`src/rtl/hw_control_unit_pkg.sv`:
```
// Shared definitions for the hardwired control sequencer: opcode values,
// sequencer state encodings, IR field positions and small opcode classifiers.
// The datapath and the benches import this same package.
package hw_control_unit_pkg;

    // Default sizing of the register file and the ALU opcode field
    localparam int NREG_DEF    = 16;
    localparam int OPW_DEF     = 5;

    // IR field layout: op=IR[31:27], Ra=IR[26:23], Rb=IR[22:19], Rc=IR[18:15]
    localparam int OP_MSB      = 31;
    localparam int RA_MSB      = 26;
    localparam int RB_MSB      = 22;
    localparam int RC_MSB      = 18;
    localparam int REG_FIELD_W = 4;

    // Opcode encodings understood by the sequencer
    localparam logic [4:0] OP_ADD  = 5'b00011;
    localparam logic [4:0] OP_SUB  = 5'b00100;
    localparam logic [4:0] OP_AND  = 5'b00101;
    localparam logic [4:0] OP_OR   = 5'b00110;
    localparam logic [4:0] OP_SHR  = 5'b00111;
    localparam logic [4:0] OP_SHL  = 5'b01000;
    localparam logic [4:0] OP_ROR  = 5'b01001;
    localparam logic [4:0] OP_ROL  = 5'b01010;
    localparam logic [4:0] OP_MUL  = 5'b01111;
    localparam logic [4:0] OP_DIV  = 5'b10000;
    localparam logic [4:0] OP_NEG  = 5'b10001;
    localparam logic [4:0] OP_NOT  = 5'b10010;
    localparam logic [4:0] OP_NOP  = 5'b11010;
    localparam logic [4:0] OP_HALT = 5'b11011;

    // Fetch is T0-T2, execute is T3-T6; IDLE only follows reset
    typedef enum logic [3:0] {
        ST_IDLE = 4'd0,
        ST_T0   = 4'd1,
        ST_T1   = 4'd2,
        ST_T2   = 4'd3,
        ST_T3   = 4'd4,
        ST_T4   = 4'd5,
        ST_T5   = 4'd6,
        ST_T6   = 4'd7,
        ST_HALT = 4'd8
    } state_t;

    // True for every opcode the sequencer knows how to execute
    function automatic logic op_is_legal(input logic [4:0] op);
        case (op)
            OP_ADD, OP_SUB, OP_AND, OP_OR,
            OP_SHR, OP_SHL, OP_ROR, OP_ROL,
            OP_MUL, OP_DIV, OP_NEG, OP_NOT,
            OP_NOP, OP_HALT: op_is_legal = 1'b1;
            default:         op_is_legal = 1'b0;
        endcase
    endfunction

    // Multiply and divide produce a 64-bit result and need the extra T6 step
    function automatic logic op_is_muldiv(input logic [4:0] op);
        op_is_muldiv = (op == OP_MUL) || (op == OP_DIV);
    endfunction

    // Single-operand ops take their operand from Rb in both T3 and T4
    function automatic logic op_is_unary(input logic [4:0] op);
        op_is_unary = (op == OP_NEG) || (op == OP_NOT);
    endfunction

endpackage

```
`src/rtl/hw_control_unit_if.sv`:
```
// Control bus between the sequencer (master) and the datapath (slave):
// IR, memory handshake and run controls in, every datapath strobe out.
interface hw_control_unit_if #(
    parameter int NREG = hw_control_unit_pkg::NREG_DEF,
    parameter int OPW  = hw_control_unit_pkg::OPW_DEF
);

    logic [31:0]     IR;
    logic            Mem_ready;
    logic            Start;
    logic            Stop;

    logic            PCout;
    logic            Zhighout;
    logic            Zlowout;
    logic            MDRout;
    logic            HIout;
    logic            LOout;

    logic            MARin;
    logic            Zin;
    logic            PCin;
    logic            MDRin;
    logic            IRin;
    logic            Yin;
    logic            HIin;
    logic            LOin;

    logic            IncPC;
    logic            Read;

    logic [NREG-1:0] Rin;
    logic [NREG-1:0] Rout;
    logic [OPW-1:0]  opcode;
    logic            Run;
    logic            Illegal;

    modport master (
        input  IR, Mem_ready, Start, Stop,
        output PCout, Zhighout, Zlowout, MDRout, HIout, LOout,
        output MARin, Zin, PCin, MDRin, IRin, Yin, HIin, LOin,
        output IncPC, Read, Rin, Rout, opcode, Run, Illegal
    );

    modport slave (
        output IR, Mem_ready, Start, Stop,
        input  PCout, Zhighout, Zlowout, MDRout, HIout, LOout,
        input  MARin, Zin, PCin, MDRin, IRin, Yin, HIin, LOin,
        input  IncPC, Read, Rin, Rout, opcode, Run, Illegal
    );

endinterface

```
`src/rtl/hw_control_unit_reg_onehot_dec.sv`:
```
// reg_onehot_dec: turns a 4-bit register number plus an enable into a
// one-hot select across the register file (all zero when disabled).
module hw_control_unit_reg_onehot_dec #(
    parameter int NREG = 16
) (
    input  logic [3:0]      sel,
    input  logic            en,
    output logic [NREG-1:0] onehot
);

    // Raise exactly the selected line; register numbers beyond NREG select nothing
    always_comb begin
        onehot = '0;
        for (int i = 0; i < NREG; i++) begin
            onehot[i] = en && (int'(sel) == i);
        end
    end

endmodule

```
`src/rtl/hw_control_unit.sv`:
```
// Hardwired Moore control sequencer: fetch in T0-T2, execute in T3-T6,
// decoded from the IR. All strobes are a pure decode of state plus IR.
// Optional feature macro HWCU_ILLEGAL_TRAP_EN: when defined an illegal opcode
// sets a sticky Illegal flag and halts; otherwise it behaves as a nop.
module hw_control_unit #(
    parameter int NREG = hw_control_unit_pkg::NREG_DEF,
    parameter int OPW  = hw_control_unit_pkg::OPW_DEF
) (
    input  logic              Clock,
    input  logic              clear_n,
    hw_control_unit_if.master bus
);

    import hw_control_unit_pkg::*;

    state_t                 state;
    state_t                 next_state;
    state_t                 boundary;
    logic                   stop_pend;
    logic [OPW-1:0]         op;
    logic [REG_FIELD_W-1:0] ra;
    logic [REG_FIELD_W-1:0] rb;
    logic [REG_FIELD_W-1:0] rc;
    logic                   op_legal;
    logic                   rin_en;
    logic                   rout_en;
    logic [REG_FIELD_W-1:0] rin_sel;
    logic [REG_FIELD_W-1:0] rout_sel;
    logic                   unused_ir;

    assign op        = bus.IR[OP_MSB -: OPW];
    assign ra        = bus.IR[RA_MSB -: REG_FIELD_W];
    assign rb        = bus.IR[RB_MSB -: REG_FIELD_W];
    assign rc        = bus.IR[RC_MSB -: REG_FIELD_W];
    assign op_legal  = op_is_legal(op);
    assign unused_ir = &{1'b0, bus.IR[RC_MSB-REG_FIELD_W:0]};

    // Every instruction boundary goes to HALT if a stop is live now or pending
    assign boundary = (bus.Stop || stop_pend) ? ST_HALT : ST_T0;

    // State register; reset aborts any instruction and parks in IDLE
    always_ff @(posedge Clock or negedge clear_n) begin
        if (!clear_n) begin
            state <= ST_IDLE;
        end else begin
            state <= next_state;
        end
    end

    // Remember a mid-instruction Stop until the resuming Start clears it
    always_ff @(posedge Clock or negedge clear_n) begin
        if (!clear_n) begin
            stop_pend <= 1'b0;
        end else if ((state == ST_HALT) && bus.Start && !bus.Stop) begin
            stop_pend <= 1'b0;
        end else if (bus.Stop && (state != ST_IDLE)) begin
            stop_pend <= 1'b1;
        end
    end

`ifdef HWCU_ILLEGAL_TRAP_EN
    logic illegal_q;

    // Sticky trap flag: set when an unknown opcode reaches decode, held until reset
    always_ff @(posedge Clock or negedge clear_n) begin
        if (!clear_n) begin
            illegal_q <= 1'b0;
        end else if ((state == ST_T2) && !op_legal) begin
            illegal_q <= 1'b1;
        end
    end

    assign bus.Illegal = illegal_q;
`else
    assign bus.Illegal = 1'b0;
`endif

    // Next-state and strobe decode; everything idles at zero unless a state asks
    always_comb begin
        next_state   = state;
        bus.PCout    = 1'b0;
        bus.Zhighout = 1'b0;
        bus.Zlowout  = 1'b0;
        bus.MDRout   = 1'b0;
        bus.HIout    = 1'b0;
        bus.LOout    = 1'b0;
        bus.MARin    = 1'b0;
        bus.Zin      = 1'b0;
        bus.PCin     = 1'b0;
        bus.MDRin    = 1'b0;
        bus.IRin     = 1'b0;
        bus.Yin      = 1'b0;
        bus.HIin     = 1'b0;
        bus.LOin     = 1'b0;
        bus.IncPC    = 1'b0;
        bus.Read     = 1'b0;
        bus.opcode   = '0;
        bus.Run      = (state != ST_IDLE) && (state != ST_HALT);
        rin_en       = 1'b0;
        rin_sel      = ra;
        rout_en      = 1'b0;
        rout_sel     = rb;

        case (state)
            ST_IDLE: begin
                next_state = ST_T0;
            end
            ST_T0: begin
                bus.PCout  = 1'b1;
                bus.MARin  = 1'b1;
                bus.IncPC  = 1'b1;
                bus.PCin   = 1'b1;
                next_state = ST_T1;
            end
            ST_T1: begin
                bus.Read  = 1'b1;
                bus.MDRin = 1'b1;
                if (bus.Mem_ready) begin
                    next_state = ST_T2;
                end
            end
            ST_T2: begin
                bus.MDRout = 1'b1;
                bus.IRin   = 1'b1;
                if (op == OP_HALT) begin
                    next_state = ST_HALT;
                end else if (op == OP_NOP) begin
                    next_state = boundary;
                end else if (!op_legal) begin
`ifdef HWCU_ILLEGAL_TRAP_EN
                    next_state = ST_HALT;
`else
                    next_state = boundary;
`endif
                end else begin
                    next_state = ST_T3;
                end
            end
            ST_T3: begin
                rout_en    = 1'b1;
                rout_sel   = rb;
                bus.Yin    = 1'b1;
                next_state = ST_T4;
            end
            ST_T4: begin
                rout_en    = 1'b1;
                rout_sel   = op_is_unary(op) ? rb : rc;
                bus.opcode = op;
                bus.Zin    = 1'b1;
                next_state = ST_T5;
            end
            ST_T5: begin
                bus.Zlowout = 1'b1;
                if (op_is_muldiv(op)) begin
                    bus.LOin   = 1'b1;
                    next_state = ST_T6;
                end else begin
                    rin_en     = 1'b1;
                    rin_sel    = ra;
                    next_state = boundary;
                end
            end
            ST_T6: begin
                bus.Zhighout = 1'b1;
                bus.HIin     = 1'b1;
                next_state   = boundary;
            end
            ST_HALT: begin
                if (bus.Start && !bus.Stop) begin
                    next_state = ST_T0;
                end
            end
            default: begin
                next_state = ST_IDLE;
            end
        endcase
    end

    hw_control_unit_reg_onehot_dec #(.NREG(NREG)) u_rin_dec (
        .sel    (rin_sel),
        .en     (rin_en),
        .onehot (bus.Rin)
    );

    hw_control_unit_reg_onehot_dec #(.NREG(NREG)) u_rout_dec (
        .sel    (rout_sel),
        .en     (rout_en),
        .onehot (bus.Rout)
    );

endmodule
```
`src/flat_wrapper.sv`:
```
// flat-port wrapper written by rule: the top's interface ports become plain ports
module hw_control_unit_flat import hw_control_unit_pkg::*;
#(
    parameter int NREG = hw_control_unit_pkg::NREG_DEF,
    parameter int OPW  = hw_control_unit_pkg::OPW_DEF
)
  (Clock, clear_n, bus_IR, bus_Mem_ready, bus_Start, bus_Stop, bus_PCout, bus_Zhighout, bus_Zlowout, bus_MDRout, bus_HIout, bus_LOout, bus_MARin, bus_Zin, bus_PCin, bus_MDRin, bus_IRin, bus_Yin, bus_HIin, bus_LOin, bus_IncPC, bus_Read, bus_Rin, bus_Rout, bus_opcode, bus_Run, bus_Illegal);
  hw_control_unit_if #(.NREG(NREG), .OPW(OPW)) bus_i ();
  input  logic Clock;
  input  logic clear_n;
  input wire logic [$bits(bus_i.IR)-1:0] bus_IR;
  input wire logic [$bits(bus_i.Mem_ready)-1:0] bus_Mem_ready;
  input wire logic [$bits(bus_i.Start)-1:0] bus_Start;
  input wire logic [$bits(bus_i.Stop)-1:0] bus_Stop;
  output wire logic [$bits(bus_i.PCout)-1:0] bus_PCout;
  output wire logic [$bits(bus_i.Zhighout)-1:0] bus_Zhighout;
  output wire logic [$bits(bus_i.Zlowout)-1:0] bus_Zlowout;
  output wire logic [$bits(bus_i.MDRout)-1:0] bus_MDRout;
  output wire logic [$bits(bus_i.HIout)-1:0] bus_HIout;
  output wire logic [$bits(bus_i.LOout)-1:0] bus_LOout;
  output wire logic [$bits(bus_i.MARin)-1:0] bus_MARin;
  output wire logic [$bits(bus_i.Zin)-1:0] bus_Zin;
  output wire logic [$bits(bus_i.PCin)-1:0] bus_PCin;
  output wire logic [$bits(bus_i.MDRin)-1:0] bus_MDRin;
  output wire logic [$bits(bus_i.IRin)-1:0] bus_IRin;
  output wire logic [$bits(bus_i.Yin)-1:0] bus_Yin;
  output wire logic [$bits(bus_i.HIin)-1:0] bus_HIin;
  output wire logic [$bits(bus_i.LOin)-1:0] bus_LOin;
  output wire logic [$bits(bus_i.IncPC)-1:0] bus_IncPC;
  output wire logic [$bits(bus_i.Read)-1:0] bus_Read;
  output wire logic [$bits(bus_i.Rin)-1:0] bus_Rin;
  output wire logic [$bits(bus_i.Rout)-1:0] bus_Rout;
  output wire logic [$bits(bus_i.opcode)-1:0] bus_opcode;
  output wire logic [$bits(bus_i.Run)-1:0] bus_Run;
  output wire logic [$bits(bus_i.Illegal)-1:0] bus_Illegal;
  assign bus_i.IR = bus_IR;
  assign bus_i.Mem_ready = bus_Mem_ready;
  assign bus_i.Start = bus_Start;
  assign bus_i.Stop = bus_Stop;
  assign bus_PCout = bus_i.PCout;
  assign bus_Zhighout = bus_i.Zhighout;
  assign bus_Zlowout = bus_i.Zlowout;
  assign bus_MDRout = bus_i.MDRout;
  assign bus_HIout = bus_i.HIout;
  assign bus_LOout = bus_i.LOout;
  assign bus_MARin = bus_i.MARin;
  assign bus_Zin = bus_i.Zin;
  assign bus_PCin = bus_i.PCin;
  assign bus_MDRin = bus_i.MDRin;
  assign bus_IRin = bus_i.IRin;
  assign bus_Yin = bus_i.Yin;
  assign bus_HIin = bus_i.HIin;
  assign bus_LOin = bus_i.LOin;
  assign bus_IncPC = bus_i.IncPC;
  assign bus_Read = bus_i.Read;
  assign bus_Rin = bus_i.Rin;
  assign bus_Rout = bus_i.Rout;
  assign bus_opcode = bus_i.opcode;
  assign bus_Run = bus_i.Run;
  assign bus_Illegal = bus_i.Illegal;
  hw_control_unit #(.NREG(NREG), .OPW(OPW)) u_core (.Clock(Clock), .clear_n(clear_n), .bus(bus_i));
endmodule
```
`config.mk`:
```
export PLATFORM = sky130hd
export DESIGN_NAME = hw_control_unit_flat
export DESIGN_NICKNAME = d
export VERILOG_FILES = /design/src/rtl/hw_control_unit_pkg.sv /design/src/rtl/hw_control_unit_if.sv /design/src/rtl/hw_control_unit_reg_onehot_dec.sv /design/src/rtl/hw_control_unit.sv /design/src/flat_wrapper.sv
export SDC_FILE = /design/constraint.sdc
export NUM_CORES = 1
export LEC_CHECK = 0
export BUFFER_PORTS_ARGS = -buffer_cell sky130_fd_sc_hd__buf_2
export CAP_MARGIN = 40
export CORE_ASPECT_RATIO = 0.6
export CORE_MARGIN = 3
export CORE_UTILIZATION = 40
export CTS_CLUSTER_DIAMETER = 60
export DETAILED_ROUTE_END_ITERATION = 8
export PLACE_DENSITY = 0.87
export REMOVE_ABC_BUFFERS = 1
export SETUP_SLACK_MARGIN = 0.3
export SLEW_MARGIN = 10
export SYNTH_ARGS = -nofsm -noshare
export SYNTH_HDL_FRONTEND = slang
export SYNTH_SLANG_ARGS = --single-unit
```
`constraint.sdc`:
```
create_clock -name Clock -period 6.5 [get_ports Clock]
set_clock_uncertainty 0.15 [all_clocks]
set_input_delay 1.625 -clock Clock [delete_from_list [all_inputs] [get_ports Clock]]
set_output_delay 1.625 -clock Clock [all_outputs]
set_load 0.02 [all_outputs]
```
==> impl_results.md, run 1 <==
* Final Wtd Congestion at 0.8179
* Power Total at 0.3472 mW
* Vias in the first global route at 1127
* Synthesis warning total at 0
* WL final at 2957 um
* Root buf cell: clkbuf_8
* Final slew viol count at 0
* Worst Hold Launch: u_core.stop_pend
* Die height at 44.73 um
* Outcome: completed
* Setup repair after global routing missed its margin: false
* Slowest cell on the critical path: or3b_4
* GRT overflow at 0
* Crit-path max FO at 16
* Worst Setup End Kind: primary output
* Fillers at 216
* Crit path top cell by count: buf_2
* Num ports at 92
* P per Cell Area at 256.5 nW/um2
* Sink Count at 5
* Tcrit/Tclk final at 76.89%
* Area Overhead vs Synth at 35.42%
* Post-DRT Antenna Nets at 0
* Setup Viol. Count Final at 0
* Start of the worst register-to-register path: u_core.state[3]
* Worst min-delay path class: register to register
* Initial DRC count at 73
* I/O Buffers at 73
* Post CTS Setup Buffer Count at 0
* Post-synth EDFFs at 0
* Leak at 0.7377 nW
* Mapped Cells at 148
* Avg WL per Cell at 12.22 um
* Critical path required time at 4.72 ns
* CTS buffer count at 3
* Max_cap viols at 0
* Initial core utilization at 44.22%
* Crit-path cells: buf_2 -> or3b_4 -> o21a_4 -> nor3b_1 -> o21ai_2 -> o21ba_2 -> buf_2
* Area of the multi-input gates at 762.0 um2
* Via count at 1265
* Vias per cell at 5.227
* Critical path type: input pin to primary output
* Crit path launch type: input pin
* DRC Markers at 0
* GRT Total Usage at 19.65%
* Max incr delay on CP at 0.41 ns
* FF/Latch Area at 125.1 um2
* Period minus WS final at 4.998 ns
* Hold buffer count at cts at 0
* Yosys reg bits at 5
* Fmax at 0.2001 GHz
* Async SR Flop Fraction at 100.0%
* Final hold vios at 0
* DPL Wire Length at 2497 um
* Clock buffer depth at 2
* # rows at 13
* Distinct cells, synth at 47
* Die Wd at 70.54 um
* First-pass DRT Iterations at 5
* NumNets Final at 250
* Critical Path AT at 3.22 ns
* Pin count of the biggest net entering global routing at 17
* Initial antenna violation count at 0
* Clk_lat worst skew at 0.22 ns
* TritonCTS clock tree: done
* Fraction of layout instances using a drive strength above 1 at 40.57%
* Main synth FF type: dfrtp_1
* Maximum vdd drop at 0.1242 mV
* H-tree levels at 1
* First-pass GRT wire length at 5064 um
* Core Region at 2261 um2
* CP startpoint: bus_IR[29]
* Setup_tns at 0 ns
* Post-Syn Area at 999.7 um2
* ANT cells at 0
* CTS clock-pin slew for the worst setup and hold paths at 0.04 ns
* Cts repair resizes at 0
* Area of the die at 3155 um2
* Avg Cell Area, Syn at 6.755 um2
* Sequential area share after synthesis at 12.52%
==> routing by layer <==
metal	share of wire (%)	wire length (um)	global-route usage [%]
met1	48	1421	29.21
met5	0	0	0
met2	44	1295	29.74
met4	0	0	2.247
met3	8.2	241	4.889
==> area by class of cell <==
| class | instances | area share (%) |
|---|---|---|
| Inverter | 5 | 1.386 |
| Multi-Input combinational cell | 125 | 56.28 |
| Tap cell | 30 | 2.773 |
| Timing Repair Buffer | 73 | 26.99 |
| Clock buffer | 4 | 3.327 |
| Sequential cell | 5 | 9.242 |
==> cell usage after synthesis (all sizes together), types with 2 or more instances <==
library cell   n  area [um2]
and2           7       43.79
nand3          3       15.01
clkbuf         2       7.510
nand4b         2       17.52
o32a           2       32.53
nor3b          7       62.56
nor2          34       127.6
nand2          6       22.52
nor3          11       60.06
buf           13       93.83
dfrtp          5       125.1
nor2b          2       12.51
a21oi          4       20.02
a31oi          2       12.51
o31ai          3       22.52
o21ai          8       43.79
a21boi         2       15.01
and3           4       25.02
and2b          2       15.01
o21ba          2       20.02
nand2b         5       31.28
inv            5       18.77
==> kinds of logic after synthesis <==
logic type,synth area share (%)
simple gates,49.44
compound gates,24.78
buf+inv,12.01
flops,12.52
xor+xnor,0.8763
other cells,0.3751
==> power breakdown <==
| group | total, mW | internal [mW] | switching (mW) |
|---|---|---|---|
| clock network | 0.0565 | 0.0420 | 0.0145 |
| logic | 0.215 | 0.0813 | 0.134 |
| registers | 0.0757 | 0.0430 | 0.0327 |
| total | 0.347 | 0.166 | 0.181 |
==> path summary, 6_finish.rpt <==
kind	endpoint	slack [ns]	cells past startpoint
max in group asynchronous	u_core.state[3]	5.01	1
setup reg to reg	u_core.state[2]	4.83	4
hold / removal	u_core.state[0]	0.41	1
hold reg to reg	u_core.state[0]	0.41	1
setup / recovery	bus_Rout[6]	1.50	7
min in group asynchronous	u_core.stop_pend	1.06	1
==> worst max-delay path: cells and delay by family <==
family                 cells  cell delay [ns]
and+or+nand+nor            2             0.67
AOI/OAI and AO/OA          3             0.64
buffers and inverters      2             0.29
==> state kept, by name, indices dropped and copies added, names as in the netlist <==
register and cells:
u_core.state 4, u_core.stop_pend 1
==> cells in the final DEF, fill, tap and decap left out, types with 3 or more instances in the layout <==
master | netlist | final
buf_2 | 3 | 73
nor2_1 | 34 | 34
nor3_1 | 10 | 10
and2_1 | 7 | 7
nand2_1 | 6 | 6
nand2b_1 | 5 | 5
inv_1 | 5 | 5
nor3b_1 | 5 | 5
dfrtp_1 | 5 | 5
and3_1 | 4 | 4
o21ai_0 | 4 | 4
a21oi_1 | 4 | 4
nand3_1 | 3 | 3
o21ai_1 | 3 | 3
o31ai_1 | 3 | 3
conb_1 | 1 | 3
clkbuf_8 | 0 | 3
==> metrics by stage <==
stage	instances	hold WS, ns	util (%)	cell area, um2	worst slack [ns]
finish	242	0.4095	59.88	1354	1.502
global placement	238	0.3766	57.89	1309	1.506
CTS	242	0.3985	59.88	1354	1.507
floorplan	135	0.3262	-	905.9	1.805
detailed placement	238	0.3912	57.89	1309	1.513
global route	242	0.4525	59.88	1354	1.391
Note: power is estimated with default switching activity, not from simulation.
==> run 2: changes to the inputs <==
Settings changed: CORE_UTILIZATION 40 to 34, PLACE_DENSITY 0.87 to 0.79.
Clock period 6.5 ns to 4.2 ns, I/O delays scaled along.
==> run 2 against run 1 <==
  * Register-to-register slack worse by 2.4 ns
  * Clock power grew 64%
  * Wire length rose by 9.4%
  * Largest power group unchanged
  * Critical path depth unchanged
  * Global-route usage shrank 2.7 points
  * Non-clock buffer count is the same
  * Die area up 16%
  * Flip-flop and latch count unchanged
==> impl_results.md, run 2 (same netlist as run 1, synthesis figures left out) <==
* Outcome: completed
* Final slew viol count at 0 (unchanged)
* Crit-path max FO at 16 (unchanged)
* FF/Latch Area at 125.1 um2 (unchanged)
* Post-route cell area at 1371 um2 (+1.3%)
* Post CTS Setup Buffer Count at 0 (unchanged)
* Maximum vdd drop at 0.1890 mV (+52%)
* Min-Delay Endpoint: u_core.state[0]
* First-pass GRT wire length at 4940 um (-2.4%)
* Placement Cell Area at 1321 um2 (+0.96%)
* Fraction of layout instances using a drive strength above 1 at 41.04% (+0.47 points)
* Clk_lat worst skew at 0.23 ns (about the same)
* Worst Setup End Kind: primary output
* ANT cells at 0 (unchanged)
* Critical path type: input pin to primary output
* Worst Hold Launch: u_core.stop_pend
* Reg2Reg Capture Point: u_core.state[0]
* Vias per cell at 5.123 (-2.0%)
* Num ports at 92 (unchanged)
* Root buf cell: clkbuf_8
* Slew margin rel. at 59.78%
* Post-DRT Antenna Nets at 0 (unchanged)
* Comb pwr share at 61.9% (about the same)
* GRT Total Usage at 16.91% (-2.7 points)
* Critical Path AT at 2.59 ns (-0.63 ns)
* Area Overhead vs Synth at 37.17%
* Tcrit/Tclk final at 90.35%
* Critical path required time at 3.00 ns (-1.72 ns)
* CTS buffer count at 3 (unchanged)
* Post-Route Utilization at 51.84% (-8.0 points)
* Final hold vios at 0 (unchanged)
* Avg WL per Cell at 12.83 um (+5.0%)
* I/O Buffers at 73 (unchanged)
* Part of the power in registers at 21.3% (-0.5 points)
* Hold buffer count at cts at 0 (unchanged)
* Fillers at 256 (+19%)
* Die height at 48 um (+7.3%)
* Max_cap viols at 0 (unchanged)
* Most frequent cells in the layout: buf_2, nor2_1, nor3_1
* Leak at 0.7401 nW (+0.33%)
* Pin count of the biggest net entering global routing at 17 (unchanged)
* Area of the die at 3648 um2 (+16%)
* Clk pwr share at 16.8% (+0.5 points)
* Most common cell after layout, fill and taps aside: buf_2
* FF-to-FF path depth at 4 (unchanged)
* Via count at 1291 (+2.1%)
* NumNets Final at 250 (unchanged)
* Sw power at 0.2927 mW (+62%)
* Hold path cells at 1 (unchanged)
* Biggest regs: u_core.state: 4 flops, u_core.stop_pend: 1 flops
* Area of the multi-input gates at 767.0 um2 (+0.66%)
* Switching share of power at 53.13% (+1.0 points)
* Setup_tns at 0 ns (unchanged)
* Initial antenna violation count at 0 (unchanged)
* GRT overflow at 0 (unchanged)
* WL final at 3234 um (+9.4%)
* DPL Wire Length at 2641 um (+5.8%)
* Final setup margin at 0.4053 ns (-1.097 ns)
* First-pass DRT Iterations at 4 (-1)
* Period minus WS final at 3.795 ns
* # rows at 14 (+1)
* Vias in the first global route at 1060 (-5.9%)
* Top reg by flops: u_core.state
* P per Cell Area at 401.7 nW/um2 (+57%)
* Sink Count at 5 (unchanged)
* Crit path launch type: input pin
* Die Wd at 76.01 um (+7.7%)
* Power Total at 0.5509 mW (+59%)
* CTS clock-pin slew for the worst setup and hold paths at 0.03 ns (about the same)
* Clock buffer depth at 2 (unchanged)
* Setup repair after global routing missed its margin: false
* Worst min-delay path class: register to register
* R2R Setup Slk at 2.46 ns (-2.37 ns)
* TritonCTS clock tree: done
* Max FFs per register at 4 (unchanged)
* H-tree levels at 1 (unchanged)
* Core Region at 2645 um2 (+17%)
* Initial core utilization at 37.80% (-6.4 points)
* Pre-CTS WS at 0.3690 ns (-1.144 ns)
* Worst slew pin tran at 0.5986 ns
* Start of the worst register-to-register path: u_core.state[0]
* DRC Markers at 0 (unchanged)
* Setup Viol. Count Final at 0 (unchanged)
* Int Pwr at 0.2582 mW (+55%)
* Fmax at 0.2635 GHz
* Initial DRC count at 84 (+15%)
* Final Wtd Congestion at 0.8249 (+0.86%)
[run 2: through the flow]
stage | std cells | hold WS, ns
CTS | 252 | 0.3791
floorplan | 135 | 0.3262
global route | 252 | 0.4010
global placement | 248 | 0.3644
detailed placement | 248 | 0.3739
finish | 252 | 0.3839
[run 2: worst max-delay path by stage]
stage / from / end
2_1_floorplan: bus_IR[29] / bus_Rout[4]
3_3_place_gp: bus_IR[29] / bus_Rout[6]
3_5_place_dp: bus_IR[29] / bus_Rout[6]
4_1_cts: bus_IR[29] / bus_Rout[6]
5_1_grt: bus_IR[29] / bus_Rout[6]
6_report: bus_IR[29] / bus_Rout[6]
[run 2: power groups by stage]
stage | Sequential (mW) | Combinational, mW | Clock (mW)
2_1_floorplan | 0.103 | 0.232 | 0
3_3_place_gp | 0.114 | 0.331 | 0
3_5_place_dp | 0.116 | 0.337 | 0
4_1_cts | 0.115 | 0.339 | 0.0940
5_1_grt | 0.125 | 0.372 | 0.0977
6_report | 0.117 | 0.341 | 0.0928
[run 2: metal layers]
| layer | up-vias | global-route usage (%) | routed length, um |
|---|---|---|---|
| met5 | - | 0 | 0 |
| met4 | 0 | 5.054 | 8 |
| met3 | 2 | 3.759 | 242 |
| met2 | 57 | 26.06 | 1408 |
| met1 | 591 | 24.01 | 1574 |
| li1 | 641 | - | - |
[run 2: what timing repair did]
item | 4_1_cts | 5_1_grt
endpoints found under the setup margin | 0 | 5
resized for setup | 0 | 2
hold endpoints to repair | 0 | 0
[run 2: cell type report]
class | instances | area share (%)
clock buffers | 4 | 3.285
inverters | 5 | 1.369
multi-input cells | 125 | 55.93
flip-flops and latches | 5 | 9.124
well taps | 40 | 3.650
repair buffers | 73 | 26.64
[run 2: critical path: stages]
cell and delay, ns:
buf_2 0.14, or3b_4 0.42, o21a_4 0.29, nor3b_1 0.17
o21ai_2 0.20, o21ba_2 0.18, buf_2 0.15
